File: src/rtl/mux4_rr_arbiter_pkg.sv
// Shared definitions for the 4-way round-robin mux arbiter: state encoding,
// requester count and a one-hot helper.
package mux4_rr_arbiter_pkg;

   localparam int NREQ = 4;

   typedef enum logic {
      IDLE  = 1'b0,
      GRANT = 1'b1
   } arb_state_t;

   function automatic logic [NREQ-1:0] onehot4(input logic [1:0] idx);
      return 4'b0001 << idx;
   endfunction

endpackage

File: src/rtl/mux4_rr_arbiter_rr_pick4.sv
// Rotating-priority picker: returns the first set request bit found scanning
// from ptr upward (mod 4), plus a flag telling whether any bit was set.
module rr_pick4
   import mux4_rr_arbiter_pkg::*;
(
   input  logic [3:0] req,
   input  logic [1:0] ptr,
   output logic [1:0] idx,
   output logic       any
);

   logic [1:0] cand;

   // Scan from the lowest priority back to ptr so the last hit is the winner.
   always_comb begin
      idx  = 2'd0;
      any  = 1'b0;
      cand = 2'd0;
      for (int k = NREQ - 1; k >= 0; k--) begin
         cand = ptr + 2'(k);
         if (req[cand]) begin
            idx = cand;
            any = 1'b1;
         end
      end
   end

endmodule

File: src/rtl/mux4_rr_arbiter.sv
// Round-robin arbiter with a bounded hold window driving the select of a
// shared 4:1 mux, with the selected data registered onto z.
module mux4_rr_arbiter #(
   parameter int DW       = 8,
   parameter int MAX_HOLD = 4
) (
   input  logic          clk,
   input  logic          rst,
   input  logic [3:0]    req,
   input  logic [DW-1:0] i0,
   input  logic [DW-1:0] i1,
   input  logic [DW-1:0] i2,
   input  logic [DW-1:0] i3,
   output logic [3:0]    gnt,
   output logic          s1,
   output logic          s0,
   output logic [DW-1:0] z,
   output logic          z_valid
);

   import mux4_rr_arbiter_pkg::*;

   localparam int            HW       = $clog2(MAX_HOLD + 1);
   localparam logic [HW-1:0] HOLD_MAX = HW'(MAX_HOLD);

   arb_state_t    state, state_n;
   logic [1:0]    ptr, ptr_n;
   logic [1:0]    sel, sel_n;
   logic [HW-1:0] hold_cnt, hold_n;
   logic          grant_n;
   logic [3:0]    gnt_n;
   logic [DW-1:0] sel_data, z_n;
   logic          zv_n;
   logic [1:0]    pick_ptr, pick_idx;
   logic          pick_any;

   // At a handover the current holder drops to lowest priority.
   assign pick_ptr = (state == GRANT) ? sel + 2'd1 : ptr;

   rr_pick4 u_pick (
      .req (req),
      .ptr (pick_ptr),
      .idx (pick_idx),
      .any (pick_any)
   );

   always_ff @(posedge clk) begin
      if (rst) begin
         state    <= IDLE;
         ptr      <= 2'd0;
         sel      <= 2'd0;
         hold_cnt <= '0;
         gnt      <= 4'b0000;
         z        <= '0;
         z_valid  <= 1'b0;
      end else begin
         state    <= state_n;
         ptr      <= ptr_n;
         sel      <= sel_n;
         hold_cnt <= hold_n;
         gnt      <= gnt_n;
         z        <= z_n;
         z_valid  <= zv_n;
      end
   end

   always_comb begin
      state_n = state;
      ptr_n   = ptr;
      sel_n   = sel;
      hold_n  = hold_cnt;
      grant_n = 1'b0;
      case (state)
         IDLE: begin
            if (pick_any) begin
               state_n = GRANT;
               sel_n   = pick_idx;
               hold_n  = HW'(1);
               grant_n = 1'b1;
            end
         end
         GRANT: begin
            if (req[sel] && (hold_cnt < HOLD_MAX)) begin
               hold_n  = hold_cnt + HW'(1);
               grant_n = 1'b1;
            end else begin
               ptr_n = sel + 2'd1;
               if (pick_any) begin
                  sel_n   = pick_idx;
                  hold_n  = HW'(1);
                  grant_n = 1'b1;
               end else begin
                  state_n = IDLE;
                  hold_n  = '0;
               end
            end
         end
         default: state_n = IDLE;
      endcase
   end

   // z follows whoever held the grant during the cycle just ending.
   always_comb begin
      gnt_n = grant_n ? onehot4(sel_n) : 4'b0000;
      case (sel)
         2'd0:    sel_data = i0;
         2'd1:    sel_data = i1;
         2'd2:    sel_data = i2;
         default: sel_data = i3;
      endcase
      z_n  = (|gnt) ? sel_data : z;
      zv_n = |gnt;
   end

   assign s1 = sel[1];
   assign s0 = sel[0];

endmodule

File: config.mk
export PLATFORM = sky130hd
export DESIGN_NAME = mux4_rr_arbiter
export DESIGN_NICKNAME = d
export VERILOG_FILES = /design/src/rtl/mux4_rr_arbiter_pkg.sv /design/src/rtl/mux4_rr_arbiter_rr_pick4.sv /design/src/rtl/mux4_rr_arbiter.sv
export SDC_FILE = /design/constraint.sdc
export NUM_CORES = 1
export LEC_CHECK = 0
export BUFFER_PORTS_ARGS = -buffer_cell sky130_fd_sc_hd__buf_2
export CAP_MARGIN = 30
export CORE_ASPECT_RATIO = 0.8
export CORE_MARGIN = 2
export CORE_UTILIZATION = 48
export CTS_CLUSTER_DIAMETER = 100
export DETAILED_ROUTE_END_ITERATION = 12
export PLACE_DENSITY = 0.92
export SKIP_LAST_GASP = 1
export SLEW_MARGIN = 20
export SYNTH_ARGS = -nofsm -noshare
export SYNTH_HDL_FRONTEND = slang
export SYNTH_SLANG_ARGS = --single-unit
File: constraint.sdc
create_clock -name clk -period 5.3 [get_ports clk]
set_input_delay 0.53 -clock clk [delete_from_list [all_inputs] [get_ports clk]]
set_output_delay 0.53 -clock clk [all_outputs]
set_load 0.02 [all_outputs]
==> metrics.txt, run 1 <==
# setup viols final=0; Worst-path clk slew=110 ps; nets@finish=230; DR top layer=met4; Cell Rows=15; Core Footprint=2160 µm²; RSZ-0062 raised after global routing=no; post-synthesis sequential area ratio=38.2%; Max H-tree Level=1; cell taking the most area after synthesis=dfxtp_1; most frequent cells after synthesis=nand2_1 (28), dfxtp_1 (21), a21oi_1 (12); Syn Inst Count=137; Pwr Total=0.422 mW; crit path max fanout=8; residual DRC count=0; largest family of logic cells by synthesized area=compound AO/OA/AOI/OAI gates; multiplexer share of the synthesized area=3.86%; clock root buffer=clkbuf_4; vias per cell=5.82; maximum VDD drop=215 µV; share of the synthesized area in the top cell type=38.2%; DR vias=1229; Tightest Pin Transition=448 ps; pwr/cell area=302 nW/µm²; ratio of cells with drive above 1 in the final layout=33.3%; post-synthesis average cell area=8.04 µm²; Skew-Pair Late Insertion Delay=300 ps; Final Cycle Share=44.3%; Final Wtd Congestion=0.907; Final Skew=2.41 ps; Synth area leaders=dfxtp_1 (38%), nand2_1 (9.5%), a222oi_1 (7.3%), ha_1 (5.7%), a21oi_1 (5.5%); post-synthesis net count=180; pin count of the biggest net entering global routing=18; Final Hold Fails=0; XOR/XNOR Fraction of Synth Area=0%; Main synth FF type=dfxtp_1; R2R setup slack=2950 ps; vias in the first global route=1040; leakage=0.632 nW; die span in x=57.5 µm; Met3 Wirelength=269 µm; drt wl/cell=14.2 µm; Synthesis Warnings=0; status=finished clean; cell area after synthesis=1100 µm²; first-pass GRT wire length=4.51 mm; Final min period=2350 ps; asr flop ratio synth=0%; gr ovfl total=0; Rel. slew slack=69.3%; final wirelength=3.00 mm; First-pass DRT Iterations=5; DRT antenna net count=0; DR iter-0 viols=60; deepest clock path buffer count=2; Port Buf Inserts=52; total clock sinks=21; Die H=46.8 µm; critical path class=reg -> reg; most numerous cell in the Yosys netlist=nand2_1; Post-Synth Simple-Gate Area=23.2%; CTS tree=yes; area of the die=2700 µm²; Yosys reg bits=21; Total GRT Usage=21.9%; Synth Area in Compound Gates=25.0%; Pins Over Slew Limit=0; Antenna diodes=0; Inserted Clock Buffers=3; Initial Util=51.0%; area added between synthesis and finish=26.8%; Post-CTS Hold Buffers=0; Hold Path Class=reg -> reg; crit path DAT=2580 ps; setup tns final=0 ps; number of antenna violations at the first check in global routing=0; Top Ports=53; met2 wire len=1.55 mm; synth unique cells=29; Setup Fix Bufs, Post-CTS=0; placed wire-length estimate=2.38 mm; crit path capture type=flop; Post-synth EDFFs=0; Synth Area in Adders=5.68%; # resized after CTS=0; M1 wire length=1.17 mm; Setup crit start kind=flop; Worst EP required=5530 ps; Fmax achieved=426 MHz; MaxCap Viol Count=0
[routing by layer]
metal | global-route usage (%) | vias up
li1 | - | 595
met1 | 25.7 | 569
met2 | 39.3 | 61
met3 | 6.89 | 4
met4 | 6.98 | 0
met5 | 0 | -
[worst max-delay path: stages (launching register included)]
cell and delay [ps]:
dfxtp_1 480, inv_1 120, ha_1 310, mux2i_1 390, a21boi_0 280, o21ai_0 150, a41oi_1 340, nor3b_1 210
[per-stage QoR]
step                worst slack [ps]  hold WS [ps]  utilization (%)  cell area (µm²)  cells
global route                    2710           481             64.7             1400    211
global placement                3150           435             63.5             1370    207
finish                          2950           466             64.7             1400    211
detailed placement              2990           447             63.5             1370    207
floorplan                       3140           460                -             1100    137
CTS                             2950           469             64.7             1400    211
[placed cells by master (no fill, tap or decap), types with 2 or more instances in the layout]
cell type,synthesis,routed
mux2i_1,2,2
nor4_1,2,2
buf_2,0,52
nand2_1,28,28
ha_1,5,5
clkbuf_4,0,3
and3_2,2,2
nor2_1,10,10
or2_2,3,3
nor3b_1,3,3
a222oi_1,8,8
dfxtp_1,21,21
o21ai_0,11,11
a21oi_1,12,12
a21boi_0,3,3
inv_1,4,4
nand3_1,2,2
[sequential cells by signal, summed over array words and instances (netlist names)]
| signal | cells |
|---|---|
| ptr | 2 |
| hold_cnt | 3 |
| z_valid | 1 |
| state | 1 |
| z | 8 |
| gnt | 4 |
| sel | 2 |
[worst paths after layout]
kind                            startpoint     end  cells after the start
worst min register to register        z[7]    z[7]                      2
worst min-delay path                  z[7]    z[7]                      2
worst max register to register      sel[0]  gnt[1]                      7
worst max-delay path                sel[0]  gnt[1]                      7
[power breakdown]
part	switching [mW]	total, mW	internal, mW
clock network	0.0454	0.0748	0.0293
logic	0.0923	0.156	0.0633
registers	0.0140	0.192	0.178
[cells by family (layout without fill, tap and decap cells)]
logic type / after synthesis / count (layout)
DFF: 21 / 21
buffers and inverters: 12 / 61
adders and majority gates: 5 / 5
and+or+nand+nor: 55 / 55
AOI/OAI and AO/OA: 41 / 41
muxes: 3 / 3
[layout make-up]
type                            instances  area [µm²]
Inverter                                4        15.0
Fill cell                             187         762
Clock buffer                            4        26.3
Timing Repair Buffer                   53         268
Tap cell                               25        31.3
Sequential cell                        21         420
Multi-Input combinational cell        104         636
No activity file was read; power rests on OpenSTA's default activity.
==> run 2, diff against run 1 <==
CORE_UTILIZATION = 45   (was 48)
PLACE_DENSITY = 0.87   (was 0.92)
clock period = 2.45 ns   (was 5.3 ns; I/O delays follow)
==> metrics.txt, run 2 (same netlist as run 1, synthesis figures left out) <==
fin area=1430 µm² (+2.2%); multi-input logic area=656 µm² (+3.1%); total clock sinks=21 (unchanged); Reg area=420 µm² (unchanged); Setup crit start kind=flop; Core Footprint=2380 µm² (+10%); residual DRC count=0 (unchanged); gr ovfl total=0 (unchanged); Worst Hold Endpoint=ptr[1]; Pins Over Slew Limit=0 (unchanged); family with the most delay on the worst path=compound AO/OA/AOI/OAI gates; placed cell areas=1380 µm² (+0.73%); R2R cell count=7 (unchanged); Hold Path Class=in -> reg; Fmax achieved=447 MHz (+4.9%); Port Buf Inserts=52 (unchanged); crit path capture type=flop; leakage=0.637 nW (+0.78%); vias in the first global route=981 (-5.7%); reg2reg end=gnt[1]; first-pass GRT wire length=4.00 mm (-11%); clock root buffer=clkbuf_4; R2R setup slack=210 ps (-2740 ps); Final Hold Fails=0 (unchanged); deepest clock path buffer count=2 (unchanged); crit path max fanout=6 (-2); Initial Util=46.2% (-4.8 points); die span in x=59.3 µm (+3.1%); RSZ-0062 raised after global routing=no; CTS tree=yes; Rel. slew slack=70.6% (+1.4 points); cell chain of the critical path=inv_1, ha_1, mux2i_4, a21boi_0, o21ai_0, a41oi_2, nor3b_1; Die H=48.2 µm (+3.0%); placed wire-length estimate=2.20 mm (-7.9%); crit path DAT=2460 ps (-120 ps); vias per cell=5.60 (-3.9%); # setup viols final=0 (unchanged); status=finished clean; max incr delay on CP=450 ps (-30 ps); final setup margin=213 ps (-2740 ps); Top Ports=53 (unchanged); fill count=214 (+14%); Critical-path top delay cell=dfxtp_1; Worst EP required=2670 ps (-2860 ps); pwr/cell area=641 nW/µm² (+110%); nets@finish=231 (+0.43%); r2r startpoint=sel[1]; number of antenna violations at the first check in global routing=0 (unchanged); drt wl/cell=13.0 µm (-8.6%); First-pass DRT Iterations=4 (-1); Final Wtd Congestion=0.905 (-0.17%); DRT antenna net count=0 (unchanged); Inserted Clock Buffers=3 (unchanged); Max H-tree Level=1 (unchanged); Antenna diodes=0 (unchanged); Final Cycle Share=91.3% (+47 points); DR vias=1198 (-2.5%); Skew-Pair Late Insertion Delay=300 ps (about the same); max reg flops=8 (unchanged); Final min period=2240 ps (-109 ps); register with the most flip-flops=z; ratio of cells with drive above 1 in the final layout=34.8% (+1.4 points); DR iter-0 viols=98 (+63%); hold_sp=rst; Cell Rows=16 (+1); Final Skew=6.56 ps (+4.15 ps); Tightest Pin Transition=440 ps (-8.15 ps); pin count of the biggest net entering global routing=18 (unchanged); critical path class=reg -> reg; pre-CTS setup slack=74.4 ps (-2910 ps); WP buf/inv=1 (unchanged); final design utilization=59.9% (-4.8 points); maximum VDD drop=384 µV (+78%); largest registers=z: 8 flops, gnt: 4 flops, hold_cnt: 3 flops; most frequent cells in the layout=buf_2 (52), nand2_1 (28), dfxtp_1 (21); Post-CTS Hold Buffers=0 (unchanged); Worst-path clk slew=110 ps (about the same); Total GRT Usage=18.8% (-3.1 points); setup tns final=0 ps (unchanged); area added between synthesis and finish=29.5%; area of the die=2860 µm² (+6.1%); final wirelength=2.79 mm (-7.3%); most common cell after layout, fill and taps aside=buf_2; hold depth=2 (unchanged); MaxCap Viol Count=0 (unchanged)
==> run 2: layout make-up <==
| class | count | share of cell area (%) |
|---|---|---|
| sequential | 21 | 29.5 |
| inverter | 4 | 1.05 |
| timing repair buffer | 54 | 19.3 |
| tap | 27 | 2.37 |
| clock buffer | 4 | 1.84 |
| multi-input combinational | 104 | 46.0 |
==> run 2: how the worst max path moves through the flow <==
stage	slack, ps	to	depth (start not counted)	start
floorplan	290	gnt[1]	7	sel[0]
global route	30	gnt[1]	7	sel[1]
detailed placement	70	gnt[1]	7	sel[1]
finish	210	gnt[1]	7	sel[1]
global placement	360	gnt[1]	7	sel[1]
CTS	40	gnt[1]	7	sel[1]
==> run 2: worst register-to-register path, cell delays in order, from the launching register on <==
cell	delay [ps]
dfxtp_1	450
inv_1	120
ha_1	360
mux2i_4	220
a21boi_0	280
o21ai_0	210
a41oi_2	300
nor3b_1	210
==> run 2: repair_timing <==
action / in CTS / in global routing
setup endpoints to repair: 0 / 4
buffers inserted: 0 / 0
resized for setup: 0 / 3
==> run 2: routing by layer <==
metal	GRT usage [%]	routed length (µm)
met1	21.5	1210
met4	4.09	15
met3	4.77	232
met2	36.3	1330
met5	0	0
==> run 2: per-stage QoR <==
stage	std cells	power [mW]	hold WS (ps)
floorplan	137	0.636	460
global placement	210	0.738	441
detailed placement	210	0.753	450
CTS	214	0.914	293
global route	214	0.983	301
finish	214	0.914	301
==> run 2: report_power, final <==
part | switching (mW) | leakage [nW] | internal [mW]
clock network | 0.0960 | 0.0150 | 0.0634
registers | 0.0275 | 0.173 | 0.384
logic | 0.198 | 0.449 | 0.144
total | 0.322 | 0.637 | 0.592
==> run 3, diff against run 2 <==
SYNTH_HIERARCHICAL = 1   (was default)
==> metrics.txt, run 3 <==
most common cell after layout, fill and taps aside=buf_2; DR iter-0 viols=75 (-23%); die span in x=60.1 µm (+1.3%); Yosys reg bits=21 (unchanged); Setup crit start kind=flop; worst setup path start=sel[1]; deepest clock path buffer count=2 (unchanged); Final Wtd Congestion=0.892 (-1.4%); pwr/cell area=653 nW/µm² (+2.0%); Top Ports=53 (unchanged); nets@finish=226 (-2.2%); leakage=0.688 nW (+8.0%); DRT antenna net count=0 (unchanged); register with the most flip-flops=z; Critical-path top delay cell=dfxtp_2; Inserted Clock Buffers=3 (unchanged); Final Cycle Share=90.3% (-1.0 points); Final min period=2210 ps (-25.0 ps); number of antenna violations at the first check in global routing=0 (unchanged); Pins Over Slew Limit=0 (unchanged); Final Hold Fails=0 (unchanged); most frequent cells in the layout=buf_2 (52), dfxtp_1 (19), nand2_1 (17); residual DRC count=0 (unchanged); crit path max fanout=8 (+2); max incr delay on CP=440 ps (about the same); Tightest Pin Transition=514 ps (+74.5 ps); Rel. slew slack=65.6% (-5.1 points); Main synth FF type=dfxtp_1; most frequent cells after synthesis=dfxtp_1 (21), nand2_1 (17), nor2_1 (14); placed cell areas=1410 µm² (+2.2%); post-synthesis average cell area=8.51 µm² (+5.9%); clock root buffer=clkbuf_4; Fmax achieved=452 MHz (+1.1%); Post-CTS Hold Buffers=0 (unchanged); Total GRT Usage=20.0% (+1.2 points); Core Footprint=2420 µm² (+1.7%); most used cell, CP=nor2_1; ratio of cells with drive above 1 in the final layout=35.2% (+0.41 points); post-synthesis sequential area ratio=37.1% (-1.1 points); Syn Inst Count=133 (-2.9%); hold_sp=rst; family with the most delay on the worst path=simple AND/OR/NAND/NOR gates; Setup Fix Bufs, Post-CTS=0 (unchanged); Port Buf Inserts=52 (unchanged); Worst-path clk slew=120 ps (about the same); cell taking the most area after synthesis=dfxtp_1; area of the die=2940 µm² (+2.6%); vias in the first global route=1067 (+8.8%); status=finished clean; fill count=221 (+3.3%); share of the synthesized area in the top cell type=37.1% (-1.1 points); area added between synthesis and finish=27.2%; Synthesis Warnings=6 (+6); First-pass DRT Iterations=4 (unchanged); Synth area leaders=dfxtp_1 (37%), a222oi_1 (7.1%), a22o_1 (6.2%), nand2_1 (5.6%), ha_1 (5.5%); # resized after CTS=0 (unchanged); Initial Util=46.7% (+0.53 points); setup tns final=0 ps (unchanged); Antenna diodes=0 (unchanged); DR vias=1203 (+0.42%); final wirelength=2.92 mm (+4.7%); # setup viols final=0 (unchanged); Skew-Pair Late Insertion Delay=310 ps (about the same); Hold Path Class=in -> reg; vias per cell=5.52 (-1.4%); WP buf/inv=1 (unchanged); maximum VDD drop=362 µV (-5.5%); largest registers=z: 8 flops, gnt: 4 flops, hold_cnt: 3 flops; post-synthesis net count=176 (-2.2%); most numerous cell in the Yosys netlist=dfxtp_1; RSZ-0062 raised after global routing=no; asr flop ratio synth=0% (unchanged); max reg flops=8 (unchanged); CTS tree=yes; Die H=48.9 µm (+1.3%); MaxCap Viol Count=0 (unchanged); cell chain of the critical path=inv_1, ha_1, mux2_2, nor3b_1, a211oi_1, nor2_1, nor2_1, a22oi_1, and3b_1; total clock sinks=21 (unchanged); Cell Rows=16 (unchanged); pin count of the biggest net entering global routing=17 (-1); cell area after synthesis=1130 µm² (+2.8%); synth unique cells=31 (+6.9%); fin area=1440 µm² (+0.96%); Max H-tree Level=1 (unchanged); placed wire-length estimate=2.31 mm (+5.1%); critical path class=reg -> reg; crit path DAT=2430 ps (-30 ps); r2r startpoint=sel[1]; first-pass GRT wire length=4.61 mm (+15%); Final Skew=8.57 ps (+2.00 ps); drt wl/cell=13.4 µm (+2.8%); Pwr Total=0.941 mW (+3.0%); Worst EP required=2660 ps (about the same); Post-synth EDFFs=0 (unchanged); crit path capture type=flop; gr ovfl total=0 (unchanged)
==> run 3: cell types whose count changed in the layout (fill, tap and decap cells not counted), moves of 3 or more <==
cell      change
nand2_1      -11
a22o_1        +8
nor2_1        +4
a21boi_0      -3
a21oi_1       -3
mux2_2        +3
or2_2         -3
==> run 3: cells by family after synthesis <==
| kind of cell | Yosys count | share of synthesized area [%] |
|---|---|---|
| multiplexers | 5 | 4.75 |
| adder cells (fa/ha/maj) | 5 | 5.52 |
| AND/OR/NAND/NOR | 46 | 19.1 |
| buffers and inverters | 12 | 4.09 |
| AO/OA/AOI/OAI | 44 | 29.4 |
| flip-flops | 21 | 37.1 |
==> run 3: final cells by class <==
class                      count  area (µm²)  area share [%]
sequential                    21         423            29.4
clock inverter                 1        5.00           0.348
clock buffer                   3        22.5            1.56
tap                           36        45.0            3.13
timing repair buffer          52         260            18.1
inverter                       5        18.8            1.30
multi-input combinational    100         666            46.2
==> run 3: path summary, 6_finish.rpt <==
path	to	slack [ps]	cells after the start
max	gnt[0]	240	9
min	ptr[0]	240	2
max reg2reg	gnt[0]	240	9
min reg2reg	hold_cnt[1]	470	2
==> run 3: power by group <==
group	switching, mW	internal (mW)	leakage (nW)
Combinational	0.201	0.146	0.496
Sequential	0.0336	0.392	0.174
Clock	0.107	0.0609	0.0177
==> run 3: through the flow <==
step                      setup WS (ps)  hold WS, ps  instances  util, %
after floorplan                     258          440        133        -
after global routing               70.8          229        218     59.5
after CTS                           123          222        218     59.3
final                               238          237        218     59.5
after global placement              319          449        214     58.2
after detailed placement            133          457        214     58.2
==> run 3: per-layer routing <==
metal / part of all wire [%] / GRT usage, %
met1: 42 / 22.9
met2: 49 / 37.0
met3: 9.2 / 5.84
met4: 0 / 2.22
met5: 0 / 0
